--- src/rtl/ysyx_23060061_inst_enc.sv ---
// ysyx_23060061_inst_enc: RV32I field packer with range/alignment checks and li -> LUI+ADDI expansion,
// delivered through a one-entry registered valid/ready output.
module ysyx_23060061_inst_enc (
    input  logic        clk,
    input  logic        rst_n,
    input  logic        in_valid,
    output logic        in_ready,
    input  logic [2:0]  in_type,
    input  logic        in_li,
    input  logic [6:0]  in_opcode,
    input  logic [2:0]  in_funct3,
    input  logic [6:0]  in_funct7,
    input  logic        in_funct7_en,
    input  logic [4:0]  in_rd,
    input  logic [4:0]  in_rs1,
    input  logic [4:0]  in_rs2,
    input  logic [31:0] in_imm,
    output logic        out_valid,
    input  logic        out_ready,
    output logic [31:0] out_inst,
    output logic [1:0]  out_err,
    output logic        out_last
);
    typedef enum logic {IDLE, HI_SENT} state_t;
    state_t      state, state_d;
    logic [31:0] imm, word, li_inst, enc_inst, pend, addi_lo;
    logic [19:0] hi;
    logic [1:0]  enc_err;
    logic        accept, drain, fit12, fit13, fit21, rng, mis, bad, two;

    assign imm      = in_imm;
    assign in_ready = (state == IDLE) & (~out_valid | out_ready);
    assign accept   = in_valid & in_ready;
    assign drain    = out_valid & out_ready;
    assign fit12    = &imm[31:11] | ~|imm[31:11];
    assign fit13    = &imm[31:12] | ~|imm[31:12];
    assign fit21    = &imm[31:20] | ~|imm[31:20];
    assign bad      = in_type > 3'd4;
    // rounding the upper part up whenever the low half will be sign-extended negative
    assign hi       = imm[31:12] + {19'd0, imm[11]};
    assign addi_lo  = {imm[11:0], in_rd, 3'b000, in_rd, 7'b0010011};
    assign li_inst  = fit12 ? {imm[11:0], 5'd0, 3'b000, in_rd, 7'b0010011} : {hi, in_rd, 7'b0110111};
    assign two      = in_li & ~fit12 & |imm[11:0];

    always_comb begin
        word = '0;
        rng  = 1'b0;
        mis  = 1'b0;
        case (in_type)
            3'd0: begin
                word = in_funct7_en ? {in_funct7, imm[4:0], in_rs1, in_funct3, in_rd, in_opcode}
                                    : {imm[11:0], in_rs1, in_funct3, in_rd, in_opcode};
                rng  = in_funct7_en ? |imm[31:5] : ~fit12;
            end
            3'd1: begin
                word = {imm[11:5], in_rs2, in_rs1, in_funct3, imm[4:0], in_opcode};
                rng  = ~fit12;
            end
            3'd2: begin
                word = {imm[12], imm[10:5], in_rs2, in_rs1, in_funct3, imm[4:1], imm[11], in_opcode};
                mis  = imm[0];
                rng  = ~fit13;
            end
            3'd3: begin
                word = {imm[31:12], in_rd, in_opcode};
                mis  = |imm[11:0];
            end
            3'd4: begin
                word = {imm[20], imm[10:1], imm[11], imm[19:12], in_rd, in_opcode};
                mis  = imm[0];
                rng  = ~fit21;
            end
            default: ;
        endcase
    end

    assign enc_inst = in_li ? li_inst : word;
    assign enc_err  = in_li ? 2'b00 : bad ? 2'b11 : mis ? 2'b10 : rng ? 2'b01 : 2'b00;

    always_comb begin
        state_d = state;
        if (accept & two)
            state_d = HI_SENT;
        else if (state == HI_SENT & drain)
            state_d = IDLE;
    end

    always_ff @(posedge clk) begin
        if (!rst_n)
            state <= IDLE;
        else
            state <= state_d;
    end

    always_ff @(posedge clk) begin
        if (!rst_n) begin
            out_valid <= 1'b0;
            out_inst  <= '0;
            out_err   <= 2'b00;
            out_last  <= 1'b0;
            pend      <= '0;
        end else if (accept) begin
            out_valid <= 1'b1;
            out_inst  <= enc_inst;
            out_err   <= enc_err;
            out_last  <= ~two;
            pend      <= addi_lo;
        end else if (drain & state == HI_SENT) begin
            out_inst  <= pend;
            out_err   <= 2'b00;
            out_last  <= 1'b1;
        end else if (drain) begin
            out_valid <= 1'b0;
        end
    end
endmodule

--- config.mk ---
export PLATFORM = sky130hd
export DESIGN_NAME = ysyx_23060061_inst_enc
export DESIGN_NICKNAME = d
export VERILOG_FILES = /design/src/rtl/ysyx_23060061_inst_enc.sv
export SDC_FILE = /design/constraint.sdc
export NUM_CORES = 1
export LEC_CHECK = 0
export CORE_MARGIN = 2
export CORE_UTILIZATION = 50
export DETAILED_ROUTE_END_ITERATION = 8
export PLACE_DENSITY_LB_ADDON = 0.1
export SYNTH_ARGS = -nofsm -noshare
export SYNTH_HDL_FRONTEND = slang
export SYNTH_SLANG_ARGS = --single-unit
--- constraint.sdc ---
create_clock -name clk -period 3.5 [get_ports clk]
set_input_delay 0.7 -clock clk [delete_from_list [all_inputs] [get_ports clk]]
set_output_delay 0.7 -clock clk [all_outputs]
set_load 0.02 [all_outputs]
==> summary.md <==
| Metric | Value |
|---|---|
| Status | `finished clean` |
| CORE AREA | `7650 um^2` |
| Placed cell areas | `5120 um^2` |
| # setup viols final | `0` |
| Final hold vios | `0` |
| Hold slack final | `0.461 ns` |
| Final design utilization | `0.682` |
| First DRT Iteration DRCs | `463` |
| Setup TNS | `0 ns` |
| Die area | `8550 um^2` |
| Area Overhead vs Synth | `33.3%` |
| F_max | `343 MHz` |
| Leak | `1.86 nW` |
| Largest net degree at the start of global routing | `27` |
| Startpoint class of the critical path | `input port` |
| Initial antenna violation count | `0` |
| Layout cells sized above 1 | `0.0908` |
| Post-route cell area | `5220 um^2` |
| Clock slew at reported path FFs | `0.10 ns` |
| Worst path required time | `2.80 ns` |
| Detailed-route via count | `4529` |
| Max transition margin | `0.355` |
| Cell area after synthesis | `3920 um^2` |
| Least-Margin Pin Slew | `0.967 ns` |
| WL final | `14000 um` |
| Fin crit period | `2.92 ns` |
| Final net count | `692` |
| Placed cell count | `711` |
| Fin. max-slew vios | `0` |
| CP Capture Type | `primary output` |
| Ys async rst share | `0` |
| RD Place Congestion | `0.952` |
| Maxcap violations | `0` |
| Effective utilization at floorplan | `0.512` |
| Peak VDD IR | `160 uV` |
| # H-tree levels | `2` |
| Global route overflow | `0` |
| Root Driver | `clkbuf_8` |
| Hold Path Class | `register to register` |
| Non-filler instance count after layout | `719` |
| Postcts setup bufs | `0` |
| Die Ht | `92.5 um` |
| Drt drc | `0` |
| Post-CTS Hold Buffers | `0` |
| Num rows | `32` |
| Clock skew | `0.0154 ns` |
| Port bufs | `109` |
| Critical path type | `input port to primary output` |
| CTS tree | `built` |
| Gr usage total | `0.326` |
| Die width | `92.5 um` |
| Worst skew pair latency | `0.33 ns` |
| Post-synth EDFFs | `0` |
| Clk buf depth | `2` |
| Yosys cell types | `68` |
| Crit path max fanout | `9` |
| IO Pins | `110` |
| Num CTS Buffers | `5` |
| Arrival time worst endpoint | `2.22 ns` |
| Register bit total from synthesis | `55` |
| Ys Warns | `0` |
| Most used DFF post-synth | `dfxtp_1` |
| DP HPWL | `10700 um` |
| RSZ-0062 raised after global routing | `false` |
| Cells after synthesis | `518` |
| Mean Syn Cell Area | `7.56 um^2` |
| # resized after CTS | `0` |
| Clock sink total | `55` |
| Routed WL per cell | `19.5 um` |
| TritonRoute pass-1 iters | `5` |
| Pwr dens | `319 nW/um^2` |
| Average vias per placed instance | `6.30` |
| Inserted Diodes | `0` |
| Syn_nets | `594` |
| Detail Route Antenna Nets | `0` |
| Vias in the first global route | `4383` |
| Final period util | `0.834` |
| First-pass GRT wire length | `22100 um` |
| Sequential fraction of the synthesis area | `0.281` |
area by class of cell:
type                       instances  area (um^2)
inverter                          11         41.3
fill                             666         2430
clock inverter                     3         27.5
tap                              102          128
clock buffer                       5         68.8
multi-input combinational        409         2570
timing repair buffer             134         1280
sequential                        55         1100
worst max-delay path, cell delays in order:
cell	delay, ns
clkdlybuf4s50_1	0.64
nor2b_2	0.13
nor2_1	0.13
clkdlybuf4s50_1	0.62
sequential cells by signal, summed over array words and instances, names as in the netlist:
signal     count
out_inst      32
pend          18
out_err        2
out_last       1
out_valid      1
state          1
cell usage after synthesis (all sizes together) (4+ instances only):
cell type | instances | area [um^2]
mux2i | 5 | 50.1
a22oi | 19 | 143
buf | 20 | 115
clkbuf | 23 | 86.3
nand4 | 7 | 65.1
a21boi | 26 | 195
inv | 11 | 41.3
a21oi | 27 | 135
o22ai | 9 | 62.6
nand3 | 23 | 115
a32oi | 4 | 35.0
nor2 | 24 | 95.1
xnor2 | 12 | 105
a211oi | 6 | 45.0
nor3 | 8 | 50.1
and3 | 11 | 70.1
a31oi | 10 | 62.6
and2 | 10 | 62.6
nor4 | 9 | 87.6
o21ai | 37 | 185
o221ai | 4 | 41.3
nand2 | 77 | 289
xor2 | 7 | 61.3
nor2b | 18 | 115
o211ai | 7 | 52.6
dfxtp | 55 | 1100
path summary, 6_finish.rpt:
kind | from | end | slack (ns) | cells after the start
worst max-delay path | out_ready | in_ready | 0.58 | 4
worst min-delay path | out_err[1]$_SDFFE_PN0P_ | out_err[1]$_SDFFE_PN0P_ | 0.46 | 2
worst max register to register | state$_SDFFE_PN0P_ | out_err[0]$_SDFFE_PN0P_ | 1.08 | 5
worst min register to register | out_err[1]$_SDFFE_PN0P_ | out_err[1]$_SDFFE_PN0P_ | 0.46 | 2
cell usage in the layout, fill, tap and decap left out, drive strengths merged, types with 4 or more instances in the layout:
cell           instances
buf                   25
nor2b                 18
clkbuf                 5
xor2                   7
and2                  10
dfxtp                 55
a32oi                  4
nor3                   8
a211oi                 6
a31oi                 10
mux2i                  5
nand2                 77
nor2                  24
a21oi                 27
nand3                 23
nor4                   9
o221ai                 4
a22oi                 19
clkdlybuf4s50        109
o21ai                 37
nand4                  7
and3                  11
a21boi                26
xnor2                 12
o211ai                 7
inv                   12
o22ai                  9
metrics by stage:
step / setup WS (ns) / total power, mW
after floorplan: 1.29 / 1.01
after global placement: 0.429 / 1.27
after detailed placement: 0.357 / 1.28
after CTS: 0.601 / 1.66
after global routing: 0.519 / 1.74
final: 0.580 / 1.67
routing by layer:
| metal | global-route usage | vias up | wire (um) |
|---|---|---|---|
| met1 | 0.411 | 2167 | 5720 |
| met2 | 0.570 | 237 | 6870 |
| met4 | 0.108 | 0 | 365 |
| met5 | 0 | - | 0 |
| li1 | - | 2096 | - |
| met3 | 0.0472 | 29 | 1050 |
power breakdown:
| group | leakage, nW | total (mW) | switching [mW] | internal (mW) |
|---|---|---|---|---|
| Sequential | 0.452 | 0.706 | 0.0316 | 0.675 |
| Combinational | 1.36 | 0.570 | 0.310 | 0.260 |
| Clock | 0.0463 | 0.391 | 0.243 | 0.148 |
| Total | 1.86 | 1.67 | 0.585 | 1.08 |
cells by family after synthesis:
logic type	after synthesis	synth area share
XOR/XNOR	19	0.0425
AO/OA/AOI/OAI	179	0.314
AND/OR/NAND/NOR	200	0.269
buffers and inverters	54	0.0620
multiplexers	8	0.0214
flip-flops	55	0.281
adder cells (fa/ha/maj)	3	0.00959
(Power assumes the default switching activity.)
